$ cat src/rtl/lsu_stage.sv
// rtl/lsu_stage.sv - memory-access stage: one load/store per op on a req/ack port, bypass otherwise
module lsu_stage #(
  parameter int TIMEOUT_CYC = 16
) (
  input  logic        clk,
  input  logic        rst_n,
  input  logic        alu_valid,
  output logic        lsu_ready,
  input  logic [31:0] alu_result,
  input  logic [31:0] store_data,
  input  logic [2:0]  funct3,
  input  logic        mem_ren,
  input  logic        mem_wen,
  output logic        mem_req,
  output logic        mem_we,
  output logic [31:0] mem_addr,
  output logic [31:0] mem_wdata,
  output logic [3:0]  mem_wmask,
  input  logic        mem_ack,
  input  logic [31:0] mem_rdata,
  output logic        lsu_valid,
  output logic [31:0] lsu_result,
  output logic        lsu_err
);

  localparam int CW = $clog2(TIMEOUT_CYC + 1);

  typedef enum logic [1:0] {IDLE, REQ, DONE} state_t;

  state_t        state;
  logic [CW-1:0] cnt;
  logic [2:0]    f3_q;
  logic [1:0]    a_q;
  logic          ren_q;

  logic [1:0]    a_in;
  logic          bad_f3;
  logic          misal;
  logic          op_err;
  logic [3:0]    wmask_in;
  logic [31:0]   wdata_in;
  logic [7:0]    rd_byte;
  logic [15:0]   rd_half;
  logic [31:0]   load_val;

  assign lsu_ready = (state == IDLE);
  assign a_in      = alu_result[1:0];
  assign bad_f3    = (funct3 == 3'b011) || (funct3[2:1] == 2'b11);
  assign misal     = ((funct3[1:0] == 2'b01) && a_in[0]) ||
                     ((funct3[1:0] == 2'b10) && (a_in != 2'b00));
  assign op_err    = (mem_ren && mem_wen) || ((mem_ren || mem_wen) && (bad_f3 || misal));

  // Store lane steering: strobes follow the byte offset, data is replicated into every lane
  always_comb begin
    wmask_in = 4'b0000;
    wdata_in = store_data;
    case (funct3[1:0])
      2'b00: begin
        wmask_in = 4'b0001 << a_in;
        wdata_in = {4{store_data[7:0]}};
      end
      2'b01: begin
        wmask_in = 4'b0011 << a_in;
        wdata_in = {2{store_data[15:0]}};
      end
      default: begin
        wmask_in = 4'b1111;
        wdata_in = store_data;
      end
    endcase
    if (!mem_wen) wmask_in = 4'b0000;
  end

  // Load lane selection and sign/zero extension of the returned word
  always_comb begin
    rd_byte = mem_rdata[7:0];
    case (a_q)
      2'd0: rd_byte = mem_rdata[7:0];
      2'd1: rd_byte = mem_rdata[15:8];
      2'd2: rd_byte = mem_rdata[23:16];
      default: rd_byte = mem_rdata[31:24];
    endcase
    rd_half  = a_q[1] ? mem_rdata[31:16] : mem_rdata[15:0];
    load_val = mem_rdata;
    case (f3_q)
      3'b000:  load_val = {{24{rd_byte[7]}}, rd_byte};
      3'b100:  load_val = {24'h0, rd_byte};
      3'b001:  load_val = {{16{rd_half[15]}}, rd_half};
      3'b101:  load_val = {16'h0, rd_half};
      default: load_val = mem_rdata;
    endcase
  end

  // Stage FSM: accept, optional memory handshake with timeout, one-cycle result pulse
  always_ff @(posedge clk or negedge rst_n) begin
    if (!rst_n) begin
      state      <= IDLE;
      cnt        <= '0;
      f3_q       <= 3'b000;
      a_q        <= 2'b00;
      ren_q      <= 1'b0;
      mem_req    <= 1'b0;
      mem_we     <= 1'b0;
      mem_addr   <= 32'h0;
      mem_wdata  <= 32'h0;
      mem_wmask  <= 4'h0;
      lsu_valid  <= 1'b0;
      lsu_result <= 32'h0;
      lsu_err    <= 1'b0;
    end else begin
      case (state)
        IDLE: begin
          if (alu_valid) begin
            f3_q  <= funct3;
            a_q   <= a_in;
            ren_q <= mem_ren;
            if (!mem_ren && !mem_wen) begin
              lsu_result <= alu_result;
              lsu_err    <= 1'b0;
              lsu_valid  <= 1'b1;
              state      <= DONE;
            end else if (op_err) begin
              lsu_result <= 32'h0;
              lsu_err    <= 1'b1;
              lsu_valid  <= 1'b1;
              state      <= DONE;
            end else begin
              mem_req   <= 1'b1;
              mem_we    <= mem_wen;
              mem_addr  <= {alu_result[31:2], 2'b00};
              mem_wdata <= wdata_in;
              mem_wmask <= wmask_in;
              cnt       <= '0;
              state     <= REQ;
            end
          end
        end
        REQ: begin
          if (mem_ack) begin
            mem_req    <= 1'b0;
            lsu_result <= ren_q ? load_val : 32'h0;
            lsu_err    <= 1'b0;
            lsu_valid  <= 1'b1;
            state      <= DONE;
          end else if (cnt == CW'(TIMEOUT_CYC - 1)) begin
            mem_req    <= 1'b0;
            lsu_result <= 32'h0;
            lsu_err    <= 1'b1;
            lsu_valid  <= 1'b1;
            state      <= DONE;
          end else begin
            cnt <= cnt + 1'b1;
          end
        end
        DONE: begin
          lsu_valid <= 1'b0;
          state     <= IDLE;
        end
        default: begin
          lsu_valid <= 1'b0;
          mem_req   <= 1'b0;
          state     <= IDLE;
        end
      endcase
    end
  end

endmodule
$ cat config.mk
export PLATFORM = sky130hd
export DESIGN_NAME = lsu_stage
export DESIGN_NICKNAME = d
export VERILOG_FILES = /design/src/rtl/lsu_stage.sv
export SDC_FILE = /design/constraint.sdc
export NUM_CORES = 1
export LEC_CHECK = 0
export CAP_MARGIN = 20
export CELL_PAD_IN_SITES_DETAIL_PLACEMENT = 2
export CELL_PAD_IN_SITES_GLOBAL_PLACEMENT = 2
export CORE_AREA = 2 2 143 145
export CTS_BUF_LIST = sky130_fd_sc_hd__clkbuf_8
export DETAILED_ROUTE_END_ITERATION = 12
export DIE_AREA = 0 0 145 147
export HOLD_SLACK_MARGIN = 0.15
export PLACE_DENSITY = 0.92
export SLEW_MARGIN = 10
export SYNTH_ARGS = -nofsm -noshare
export SYNTH_HDL_FRONTEND = slang
export SYNTH_SLANG_ARGS = --single-unit
export TNS_END_PERCENT = 5
$ cat constraint.sdc
create_clock -name clk -period 4.3 [get_ports clk]
set_input_delay 1.29 -clock clk [delete_from_list [all_inputs] [get_ports clk]]
set_output_delay 1.29 -clock clk [all_outputs]
set_load 0.02 [all_outputs]
==> impl_metrics.tcl <==
set metrics [dict create \
    status "completed" \
    regToRegSetupSlack_ns 1.54 \
    portBuffers 207 \
    num_vias 5267 \
    min_path_cells 2 \
    endpoint_kind "register" \
    ir_drop_uv 230 \
    overflow 0 \
    drc 0 \
    nets 847 \
    root_buffer "clkbuf_8" \
    syn_to_final_growth_pct 46.8 \
    met1Wirelength_um 9340 \
    cts_tree "built" \
    synthArstFlopShare 1.00 \
    ios 210 \
    routed.top_layer "met4" \
    cts_buffer_depth 2 \
    synth_seq_cells 115 \
    dp_slack_ns 0.662 \
    hold_end "mem_wdata[31]" \
    synth.distinct_cells 51 \
    critPathSlowestCell "clkdlybuf4s50_1" \
    fin_crit_ns 3.14 \
    cts_buffers 17 \
    timing.rr.start "a_q[1]" \
    drive_gt1_frac 0.159 \
    grt_max_degree 59 \
    p_per_area_nw_per_um2 584 \
    cp_max_fo 24 \
    path_clk_slew_ns 0.08 \
    cp_data_required_time_ns 4.63 \
    yosys_warnings 0 \
    hold_start "mem_wdata[31]" \
    cts_resized 0 \
    drtIter0Drc 237 \
    max-slew-margin-rel 0.272 \
    skew_ns 0.0178 \
    syn_area_um2 5840 \
    wl_met2_um 12200 \
    cp_top_family "buffers and inverters" \
    synth_edf_count 0 \
    wire_per_inst_um 23.5 \
    slowest_delay_ns 0.54 \
    met3_wirelength_um 1940 \
    layout_commonest_cell "clkdlybuf4s50_1" \
    cp_cell_sequence "clkdlybuf4s50_1 > or4_4 > a21oi_4 > nand2_4 > buf_4 > mux2_1" \
    reg2regPathDepth 6 \
    tns_ns 0 \
    cts.hold.buffers_added 0 \
    path_depth 6 \
    arrival_ns 3.47 \
    antenna_found_initial 2 \
    ys_seq_area_frac 0.493 \
    track_usage 0.230 \
    die-width_um 145 \
    drv_cap 0 \
    dp_hpwl_um 17600 \
    core_um2 19800 \
    grt_pass1_vias 6087 \
    path_buf_inv 2 \
    clock_latency_ns 0.46 \
    clock-sinks 115 \
    place_congestion 0.788 \
    most-common-layout-cells "206 x clkdlybuf4s50_1, 115 x dfrtp_1, 47 x nor2_1" \
    ys.flop_type "dfrtp_1" \
    ant_nets 0 \
    finalHoldViolations 0 \
    postCtsSetupBuffers 0 \
    die_height_um 147 \
    synthCells 541 \
    hold_class "register to register" \
    max_freq_ghz 0.319 \
    crit_type "primary input to register" \
    worst_pin_slew_ns 1.09 \
    synth.avg_cell_area_um2 10.8 \
    drv_slew 0 \
    fp-row-count 52 \
    worst_slack_ns 1.16 \
    post-route-period-util 0.730 \
    grt_pass1_wl_um 37500 \
    worst_r2r_endpoint "lsu_result[16]" \
    power.leakage_uw 0.00346 \
    h-tree-depth 4 \
    start_util 0.294 \
    viasPerCell 5.14 \
    rsz0062_at_grt "no" \
    setup_viol 0 \
    dr.pass1.iters 4 \
    routed_wl_um 24100 \
    cp-start-kind "primary input" \
    fp.dieArea_um2 21300 \
]
## flip-flops by register name, summed over array words and instances (netlist names)
name and count:
a_q 2, cnt 5, f3_q 3, lsu_err 1, lsu_result 32, lsu_valid 1
mem_addr 30, mem_req 1, mem_wdata 32, mem_we 1, mem_wmask 4, ren_q 1
state 2
## synth_stat cells, types with 3 or more instances
master / number / area, um2
a2111oi_0: 3 / 26.3
a211o_1: 7 / 61.3
a21oi_1: 35 / 175
a21oi_2: 10 / 87.6
a221oi_1: 6 / 52.6
a221oi_2: 10 / 150
a31oi_1: 10 / 62.6
a32oi_1: 5 / 43.8
and2_1: 3 / 18.8
buf_2: 8 / 40.0
buf_4: 3 / 22.5
buf_6: 8 / 90.1
clkbuf_1: 21 / 78.8
dfrtp_1: 115 / 2880
inv_1: 6 / 22.5
mux2_1: 7 / 78.8
mux2_2: 41 / 462
mux2i_1: 32 / 320
mux4_2: 3 / 67.6
nand2_1: 44 / 165
nand2b_1: 7 / 43.8
nand3_1: 7 / 35.0
nor2_1: 47 / 176
nor2b_1: 14 / 87.6
nor3_1: 6 / 30.0
o211ai_1: 3 / 22.5
o21ai_0: 40 / 200
o22ai_1: 10 / 62.6
## worst register-to-register path: cells and delay by family, from the launching register on
kind                   cells  cell delay [ns]
DFF                        1             1.07
AOI/OAI and AO/OA          3             0.71
muxes                      1             0.44
buffers and inverters      1             0.27
and+or+nand+nor            1             0.14
## final cells by class
cell class,instances,area [um2]
Clock inverter,15,175
Tap cell,270,338
Clock buffer,17,234
Timing Repair Buffer,222,2210
Sequential cell,115,2880
Fill cell,2071,11300
Multi-Input combinational cell,378,2710
Antenna cell,2,5.00
Inverter,6,22.5
## metrics by stage
step | power [uW] | cells | utilization | hold WS [ns] | area [um2]
CTS | 5060 | 1023 | 0.432 | 0.500 | 8560
global route | 5270 | 1023 | 0.432 | 0.522 | 8560
floorplan | 2770 | 542 | - | 0.469 | 5840
detailed placement | 3940 | 991 | 0.411 | 0.479 | 8150
global placement | 3810 | 991 | 0.411 | 0.460 | 8150
finish | 5010 | 1025 | 0.432 | 0.492 | 8570
## kinds of logic (layout without fill, tap and decap cells)
| family | after synthesis | count (layout) | synth area share |
|---|---|---|---|
| XOR/XNOR | 3 | 3 | 0.00450 |
| flip-flops | 115 | 115 | 0.493 |
| AO/OA/AOI/OAI | 150 | 150 | 0.183 |
| adder cells (fa/ha/maj) | 2 | 2 | 0.00429 |
| AND/OR/NAND/NOR | 138 | 138 | 0.110 |
| multiplexers | 83 | 83 | 0.159 |
| other | 1 | 4 | 0.000642 |
| buffers and inverters | 49 | 260 | 0.0461 |
## worst max-delay path by stage
stage             startpoint      endpoint
2_1_floorplan  alu_result[0]  mem_addr[16]
3_3_place_gp   alu_result[1]   mem_addr[3]
3_5_place_dp   alu_result[1]   mem_addr[3]
4_1_cts        alu_result[1]  mem_addr[16]
5_1_grt        alu_result[1]  mem_addr[16]
6_report       alu_result[1]  mem_addr[16]
## routing by layer
metal / GRT usage / vias up
li1: - / 2347
met1: 0.252 / 2666
met2: 0.415 / 218
met3: 0.0798 / 36
met4: 0.0822 / 0
met5: 0 / -
## where the power goes
group	leakage (uW)	total [uW]	internal, uW	switching, uW
Sequential	0.00140	1800	1460	334
Combinational	0.00185	2130	1040	1100
Clock	0.000203	1080	533	544
Total	0.00346	5010	3030	1970
(Power assumes the default switching activity.)
